<file path="src/rtl/pipe_ctrl_pkg.sv">
// Shared definitions for the ID/EX pipeline controller: FSM state encoding,
// counter sizing and the helper that turns a cycle budget into a counter preload.
package pipe_ctrl_pkg;

    typedef enum logic [1:0] {
        RUN     = 2'd0,
        MC_WAIT = 2'd1,
        FLUSH   = 2'd2
    } ctrl_state_t;

    localparam int          CountWidth = 8;
    localparam logic [31:0] StallMax   = 32'hFFFF_FFFF;

    // The cycle that triggers a multi-cycle window is itself the first cycle,
    // so the counter only has to cover the remaining cycles.
    function automatic logic [CountWidth-1:0] reload_count(input int cycles);
        return CountWidth'(cycles - 1);
    endfunction

endpackage

</file>
<file path="src/rtl/hazard_detect.sv">
// Load-use comparator: flags an ID instruction that reads the register a load
// in EX is about to write, which the bypass network cannot satisfy in time.
module hazard_detect (
    input  logic       id_valid,
    input  logic       id_use_rs1,
    input  logic       id_use_rs2,
    input  logic [4:0] id_rs1n,
    input  logic [4:0] id_rs2n,
    input  logic       ex_load,
    input  logic [4:0] ex_rdn,
    output logic       hazard
);

    logic rs1_match;
    logic rs2_match;

    // x0 is hardwired to zero, so a load targeting it never creates a dependency.
    always_comb begin
        rs1_match = id_use_rs1 && (id_rs1n == ex_rdn);
        rs2_match = id_use_rs2 && (id_rs2n == ex_rdn);
        hazard    = id_valid && ex_load && (ex_rdn != 5'd0) && (rs1_match || rs2_match);
    end

endmodule

</file>
<file path="src/rtl/idex_ctrl.sv">
// ID/EX pipeline controller: resolves flushes, taken branches, load-use stalls
// and multicycle EX operations into hold/flush/bubble strobes plus a stall counter.
module idex_ctrl
    import pipe_ctrl_pkg::*;
#(
    parameter int McLatency   = 8,
    parameter int FlushCycles = 2
) (
    input  logic        clk,
    input  logic        rst,
    input  logic        id_valid,
    input  logic        id_use_rs1,
    input  logic        id_use_rs2,
    input  logic        id_mc,
    input  logic [4:0]  id_rs1n,
    input  logic [4:0]  id_rs2n,
    input  logic [4:0]  ex_rdn,
    input  logic        ex_load,
    input  logic        ex_branch_taken,
    input  logic        flush_req,
    output logic        pc_hold,
    output logic        ifid_hold,
    output logic        ifid_flush,
    output logic        idex_bubble,
    output logic        ex_hold,
    output logic [1:0]  state,
    output logic [31:0] stall_cycles
);

    ctrl_state_t           state_q;
    ctrl_state_t           state_d;
    logic [CountWidth-1:0] count_q;
    logic [CountWidth-1:0] count_d;
    logic [31:0]           stall_q;
    logic                  load_use;

    logic raw_pc_hold;
    logic raw_ifid_hold;
    logic raw_ifid_flush;
    logic raw_idex_bubble;
    logic raw_ex_hold;

    hazard_detect u_hazard_detect (
        .id_valid   (id_valid),
        .id_use_rs1 (id_use_rs1),
        .id_use_rs2 (id_use_rs2),
        .id_rs1n    (id_rs1n),
        .id_rs2n    (id_rs2n),
        .ex_load    (ex_load),
        .ex_rdn     (ex_rdn),
        .hazard     (load_use)
    );

    always_ff @(posedge clk or posedge rst) begin
        if (rst) begin
            state_q <= RUN;
            count_q <= '0;
        end else begin
            state_q <= state_d;
            count_q <= count_d;
        end
    end

    always_comb begin
        state_d         = state_q;
        count_d         = count_q;
        raw_pc_hold     = 1'b0;
        raw_ifid_hold   = 1'b0;
        raw_ifid_flush  = 1'b0;
        raw_idex_bubble = 1'b0;
        raw_ex_hold     = 1'b0;

        case (state_q)
            RUN: begin
                if (flush_req) begin
                    raw_ifid_flush  = 1'b1;
                    raw_idex_bubble = 1'b1;
                    if (FlushCycles > 1) begin
                        state_d = FLUSH;
                        count_d = reload_count(FlushCycles);
                    end
                end else if (ex_branch_taken) begin
                    raw_ifid_flush  = 1'b1;
                    raw_idex_bubble = 1'b1;
                end else if (load_use) begin
                    raw_pc_hold     = 1'b1;
                    raw_ifid_hold   = 1'b1;
                    raw_idex_bubble = 1'b1;
                end else if (id_valid && id_mc) begin
                    if (McLatency > 1) begin
                        state_d = MC_WAIT;
                        count_d = reload_count(McLatency);
                    end
                end
            end

            // Branch and load-use events are deliberately ignored here: EX is
            // still occupied by the multicycle op, so neither can be acted on.
            MC_WAIT: begin
                if (flush_req) begin
                    raw_ifid_flush  = 1'b1;
                    raw_idex_bubble = 1'b1;
                    if (FlushCycles > 1) begin
                        state_d = FLUSH;
                        count_d = reload_count(FlushCycles);
                    end else begin
                        state_d = RUN;
                        count_d = '0;
                    end
                end else begin
                    raw_pc_hold   = 1'b1;
                    raw_ifid_hold = 1'b1;
                    raw_ex_hold   = 1'b1;
                    if (count_q <= CountWidth'(1)) begin
                        state_d = RUN;
                        count_d = '0;
                    end else begin
                        count_d = count_q - CountWidth'(1);
                    end
                end
            end

            FLUSH: begin
                raw_ifid_flush  = 1'b1;
                raw_idex_bubble = 1'b1;
                if (flush_req) begin
                    count_d = reload_count(FlushCycles);
                end else if (count_q <= CountWidth'(1)) begin
                    state_d = RUN;
                    count_d = '0;
                end else begin
                    count_d = count_q - CountWidth'(1);
                end
            end

            default: begin
                state_d = RUN;
                count_d = '0;
            end
        endcase
    end

    // Reset must silence the strobes immediately, without waiting for a clock edge.
    always_comb begin
        pc_hold     = raw_pc_hold     && !rst;
        ifid_hold   = raw_ifid_hold   && !rst;
        ifid_flush  = raw_ifid_flush  && !rst;
        idex_bubble = raw_idex_bubble && !rst;
        ex_hold     = raw_ex_hold     && !rst;
    end

    always_ff @(posedge clk or posedge rst) begin
        if (rst) begin
            stall_q <= '0;
        end else if (pc_hold && (stall_q != StallMax)) begin
            stall_q <= stall_q + 32'd1;
        end
    end

    assign state        = state_q;
    assign stall_cycles = stall_q;

endmodule

</file>
<file path="config.mk">
export PLATFORM = sky130hd
export DESIGN_NAME = idex_ctrl
export DESIGN_NICKNAME = d
export VERILOG_FILES = /design/src/rtl/pipe_ctrl_pkg.sv /design/src/rtl/hazard_detect.sv /design/src/rtl/idex_ctrl.sv
export SDC_FILE = /design/constraint.sdc
export NUM_CORES = 1
export LEC_CHECK = 0
export CORE_ASPECT_RATIO = 2
export CORE_UTILIZATION = 44
export DETAILED_ROUTE_END_ITERATION = 6
export PLACE_DENSITY = 0.76
export SYNTH_ARGS = -nofsm -noshare
export SYNTH_HDL_FRONTEND = slang
export SYNTH_HIERARCHICAL = 1
export SYNTH_SLANG_ARGS = --single-unit
</file>
<file path="constraint.sdc">
create_clock -name clk -period 2.25 [get_ports clk]
set_clock_uncertainty 0.15 [all_clocks]
set_input_delay 0.45 -clock clk [delete_from_list [all_inputs] [get_ports clk]]
set_output_delay 0.45 -clock clk [all_outputs]
set_load 0.005 [all_outputs]
</file>
==> results.yml, run 1 <==
worst_setup_path:
  reg2reg_to: "stall_cycles[20]"
  startpoint: "ex_rdn[1]"
  end_kind: "primary output"
  rr_worst_depth: 6
  crit_top_cell: "buf_6"
  critPathLaunchType: "input port"
  r2r_slack_ns: -0.08
  critPathRequiredTime_ns: 1.65
  r2r_start: "stall_cycles[1]"
  worstPathCellList: "buf_8, or4_4, o211ai_2, a21oi_2, and3b_1, o21ai_2, inv_2, buf_6, buf_6"
  cp_max_fo: 3
  crit_path_top_delay_cell: "or4_4"
  critPathKind: "in -> out"
  critPathMaxStageDelay_ns: 0.52
  arrival_ns: 2.00
  crit_end: "ifid_hold"
die:
  die_x_um: 54.9
  die-area_mm2: 0.00592
  row_count: 38
  ioPinCount: 63
  core_mm2: 0.00542
  start_util: 0.454
  fp.dieH_um: 108
route:
  routed_via_density: 5.56
  ant_nets: 0
  num_vias: 2245
  wire_per_inst_um: 16.8
  finalWirelength_um: 6770
  drc: 0
  drt_pre_antenna_iters: 4
  drt_iter0_markers: 45
finish:
  layout_commonest_cell: "dfrtp_1"
  areaGrowthSynthToFinish_pct: 56.1
  fin_cells: 404
  num_antenna_cells: 0
  drive_gt1_frac: 0.381
  final_cell_mix: "dfrtp_1, clkdlybuf4s50_1, xnor2_1"
  final_core_utilization: 0.709
  final_nets: 374
global_routing:
  gr-total-overflow: 0
  grt_pass1_vias: 2341
  grtUsageTotal: 0.247
  grt_pass1_wl_um: 10600
  grt_start_max_net_pins: 43
  antenna_found_initial: 0
yosys:
  ys_seq_area_frac: 0.427
  syn_area_mm2: 0.00246
  synth-main-ff-cell: "dfrtp_1"
  synth_cells: 237
  synth-edff-count: 0
  synth_area_leader_cell: "dfrtp_1"
  synth_area_leaders: "dfrtp_1, xnor2_1, xor2_1, nand4_1, ha_1"
  syn_nets: 268
  ys_types: 51
  yosysWarnings: 6
  synth_top_cell_area_share: 0.427
  synthArstFlopShare: 1.00
  synth.avg_cell_area_um2: 10.4
  ys_seq_elements: 42
hold_path:
  hold_path_class: "reg -> reg"
place:
  place.port_buffers: 62
  pre_cts_slack_ns: -0.953
  post-dp-hpwl_um: 4670
  place_inst: 380
  gp_congestion: 0.856
sta:
  setup_violations: 40
  finalHoldViolCount: 0
  slew_viol_final: 0
  slew_headroom: 0.648
  fin_ws_ns: -0.348
  fin_crit_sh: 1.15
  rsz0062_at_grt: "yes"
  tns_ns: -7.35
  max_clock_freq_mhz: 385
  worstMarginPinSlew_ns: 0.526
  fin_crit_ns: 2.60
clock_tree:
  clock_sinks: 42
  clk_pin_slew_worst_paths_ns: 0.08
  holdBufCountCts: 0
  htreeDepth: 2
  root_buffer: "clkbuf_8"
  numCtsBuffers: 5
  clock_latency_ns: 0.29
  clk_path_buf_depth: 2
  cts_tree: "built"
power:
  finalPower_mw: 3.09
  max-vdd-ir-drop_mv: 0.662
  leakage_nw: 1.68
  power_density_mw_per_mm2: 804
run:
  drv_cap: 0
status:
  outcome: "finished, violations left"
  violations: "negative setup slack"
## how the worst min path moves through the flow
stage	start	cells after the start	end
floorplan	stall_cycles[31]	1	stall_cycles[31]
global placement	stall_cycles[24]	1	stall_cycles[24]
detailed placement	stall_cycles[24]	1	stall_cycles[24]
CTS	stall_cycles[24]	1	stall_cycles[24]
global route	stall_cycles[31]	1	stall_cycles[31]
finish	stall_cycles[24]	1	stall_cycles[24]
## layer usage
metal / share of wire / GRT usage
met5: 0 / 0
met4: 0.044 / 0.143
met3: 0.036 / 0.0410
met2: 0.58 / 0.451
met1: 0.34 / 0.239
## kinds of logic after synthesis
family | count (synthesis) | synth area share
AO/OA/AOI/OAI | 22 | 0.0671
flip-flops | 42 | 0.427
XOR/XNOR | 45 | 0.160
multiplexers | 2 | 0.00864
buffers and inverters | 15 | 0.0290
AND/OR/NAND/NOR | 104 | 0.273
adder cells (fa/ha/maj) | 7 | 0.0356
## final cells by class
class	count	area, um2
flip-flops and latches	42	1050
well taps	60	75.1
clock buffers	5	68.8
inverters	9	33.8
multi-input cells	180	1600
repair buffers	105	981
fillers	388	1580
clock inverters	3	40.0
## per-stage QoR
step | cell area (um2) | hold WS, ns
floorplan | 2480 | 0.334
global placement | 3350 | 0.336
detailed placement | 3350 | 0.345
CTS | 3690 | 0.355
global route | 3840 | 0.383
finish | 3840 | 0.358
## synth_stat cells, types with 2 or more instances
| cell | number |
|---|---|
| nand2_1 | 12 |
| ha_1 | 7 |
| nor3_2 | 3 |
| xor2_1 | 17 |
| buf_2 | 3 |
| nor3_1 | 3 |
| nand3_1 | 13 |
| a21oi_1 | 4 |
| nand2b_1 | 2 |
| xnor2_1 | 28 |
| nand3b_1 | 3 |
| nor4_1 | 5 |
| nand4_1 | 15 |
| o31ai_1 | 2 |
| nor4b_1 | 3 |
| nand4_2 | 4 |
| nor4_4 | 2 |
| and2_1 | 2 |
| and3_1 | 3 |
| a22o_1 | 2 |
| nor2_1 | 19 |
| dfrtp_1 | 42 |
| inv_1 | 9 |
| nor2b_1 | 2 |
| nor3b_1 | 2 |
| and4_1 | 3 |
| o21ai_0 | 3 |
## worst max-delay path: cells and delay by family
kind / cells / cell delay, ns
buffers and inverters: 4 / 0.39
and+or+nand+nor: 2 / 0.71
AOI/OAI and AO/OA: 3 / 0.44
## sequential cells by signal, summed over array words and instances (netlist names)
| signal | cells |
|---|---|
| count_q | 8 |
| stall_cycles | 32 |
| state | 2 |
## power breakdown
group | total, mW | internal (mW) | switching [mW]
registers | 0.978 | 0.857 | 0.120
logic | 1.53 | 0.824 | 0.704
clock network | 0.585 | 0.327 | 0.258
total | 3.09 | 2.01 | 1.08
## repair_timing
item / in CTS / in global routing
setup buffers: 25 / 5
pin swaps: 52 / 41
setup endpoints to repair: 47 / 46
gates resized for setup: 114 / 33
No activity file was read; power rests on OpenSTA's default activity.
==> run 2: changes to the inputs <==
--- a/config.mk
+++ b/config.mk
@@ -6,9 +6,9 @@
 export NUM_CORES = 1
 export LEC_CHECK = 0
 export CORE_ASPECT_RATIO = 2
-export CORE_UTILIZATION = 44
+export CORE_UTILIZATION = 49
 export DETAILED_ROUTE_END_ITERATION = 6
-export PLACE_DENSITY = 0.76
+export PLACE_DENSITY = 0.8
 export SYNTH_ARGS = -nofsm -noshare
 export SYNTH_HDL_FRONTEND = slang
 export SYNTH_HIERARCHICAL = 1
==> constraint.sdc (replaced) <==
create_clock -name clk -period 2.46 [get_ports clk]
set_clock_uncertainty 0.15 [all_clocks]
set_input_delay 0.492 -clock clk [delete_from_list [all_inputs] [get_ports clk]]
set_output_delay 0.492 -clock clk [all_outputs]
set_load 0.005 [all_outputs]
==> results.yml, run 2 (synthesis results as in run 1) <==
status:
  outcome: "finished, violations left"
  violations: "negative setup slack"
sta:
  setup_violations: 30
  slew_viol_final: 0
  max_clock_freq_mhz: 376
  fin_crit_sh: 1.08
  fin_crit_ns: 2.66
  finalHoldViolCount: 0
  rsz0062_at_grt: "yes"
  worstMarginPinSlew_ns: 0.527
  slew_headroom: 0.646
  fin_ws_ns: -0.199
worst_setup_path:
  critPathKind: "in -> out"
  arrival_ns: 2.02
  critPathRequiredTime_ns: 1.82
  cp_max_fo: 3
  rr_worst_depth: 7
  critPathLaunchType: "input port"
  end_kind: "primary output"
route:
  wire_per_inst_um: 16.8
  drt_iter0_markers: 28
  routed_via_density: 5.63
  drt_pre_antenna_iters: 4
  drc: 0
  num_vias: 2220
  ant_nets: 0
  finalWirelength_um: 6640
clock_tree:
  numCtsBuffers: 5
  root_buffer: "clkbuf_8"
  cts_tree: "built"
  clk_pin_slew_worst_paths_ns: 0.08
  clock_latency_ns: 0.30
  htreeDepth: 2
  holdBufCountCts: 0
  clk_path_buf_depth: 2
  clock_sinks: 42
place:
  gp_congestion: 0.809
  post-dp-hpwl_um: 4510
  placed_area_mm2: 0.00328
  pre_cts_slack_ns: -0.860
  place.port_buffers: 62
global_routing:
  grtUsageTotal: 0.244
  grt_pass1_vias: 2151
  antenna_found_initial: 0
  grt_start_max_net_pins: 43
  grt_pass1_wl_um: 9760
  gr-total-overflow: 0
finish:
  final_cell_mix: "dfrtp_1, clkdlybuf4s50_1, xnor2_1"
  stdcell_area_mm2: 0.00373
  drive_gt1_frac: 0.312
  areaGrowthSynthToFinish_pct: 51.4
  final_nets: 367
  num-fill-cells: 316
  largest_reg_flops: 32
  num_antenna_cells: 0
power:
  power.internal_mw: 1.69
  leakage_nw: 1.66
  power_density_mw_per_mm2: 689
  max-vdd-ir-drop_mv: 0.523
  clkPwrFrac: 0.212
  p_sw_frac: 0.344
  p_comb_frac: 0.442
  share_seq_of_total_power: 0.346
  switchingPower_uw: 884
die:
  start_util: 0.506
  row_count: 36
  core_mm2: 0.00486
  die-area_mm2: 0.00533
  fp.dieH_um: 102
  ioPinCount: 63
  die_x_um: 52.1
hold_path:
  hold_path_class: "reg -> reg"
  whs_path_depth: 1
run:
  drv_cap: 0
[run 2: through the flow]
stage | util | total power [mW] | cells | setup TNS (ns) | hold WS, ns
CTS | 0.716 | 2.44 | 385 | -0.973 | 0.352
global route | 0.766 | 2.73 | 394 | -3.98 | 0.375
detailed placement | 0.674 | 1.88 | 370 | -25.85 | 0.342
global placement | 0.674 | 1.85 | 370 | -24.73 | 0.336
finish | 0.766 | 2.57 | 394 | -1.98 | 0.349
floorplan | - | 1.46 | 237 | 0 | 0.334
[run 2: what timing repair did]
item	in CTS	in global routing
resized for setup	64	48
endpoints found under the setup margin	47	32
pin swaps	16	33
setup buffers	8	8
cloned	0	1
[run 2: routing by layer]
metal	routed length (um)	GRT usage
met3	190	0.0342
met5	0	0
met1	2420	0.254
met4	117	0.0894
met2	3910	0.468
[run 2: critical path: stages]
cell and delay, ns:
buf_8 0.10, or4_4 0.53, o211ai_2 0.17, a21oi_2 0.05, and3b_1 0.19, o21ai_2 0.19, inv_2 0.07, buf_6 0.12
buf_6 0.10
[run 2: cell type report]
cell class / count / area (um2) / area share
Tap cell: 57 / 71.3 / 0.0191
Clock inverter: 3 / 40.0 / 0.0107
Sequential cell: 42 / 1050 / 0.282
Clock buffer: 5 / 68.8 / 0.0185
Inverter: 9 / 33.8 / 0.00906
Multi-Input combinational cell: 180 / 1520 / 0.408
Timing Repair Buffer: 98 / 942 / 0.253
[run 2: path summary, 6_finish.rpt]
kind / slack [ns] / start / end
worst min register to register: 0.35 / stall_cycles[24] / stall_cycles[24]
worst min-delay path: 0.35 / stall_cycles[24] / stall_cycles[24]
min in group asynchronous: 0.67 / rst / stall_cycles[5]
worst max register to register: -0.03 / stall_cycles[0] / stall_cycles[3]
worst max-delay path: -0.20 / ex_rdn[2] / ifid_hold
max in group asynchronous: 1.12 / rst / stall_cycles[20]
[run 2: power by group through the flow]
stage,Sequential (mW),Clock [mW],Combinational [mW]
detailed placement,0.902,0,0.980
floorplan,0.888,0,0.576
CTS,0.887,0.549,1.00
finish,0.889,0.544,1.14
global placement,0.893,0,0.955
global route,0.903,0.582,1.25
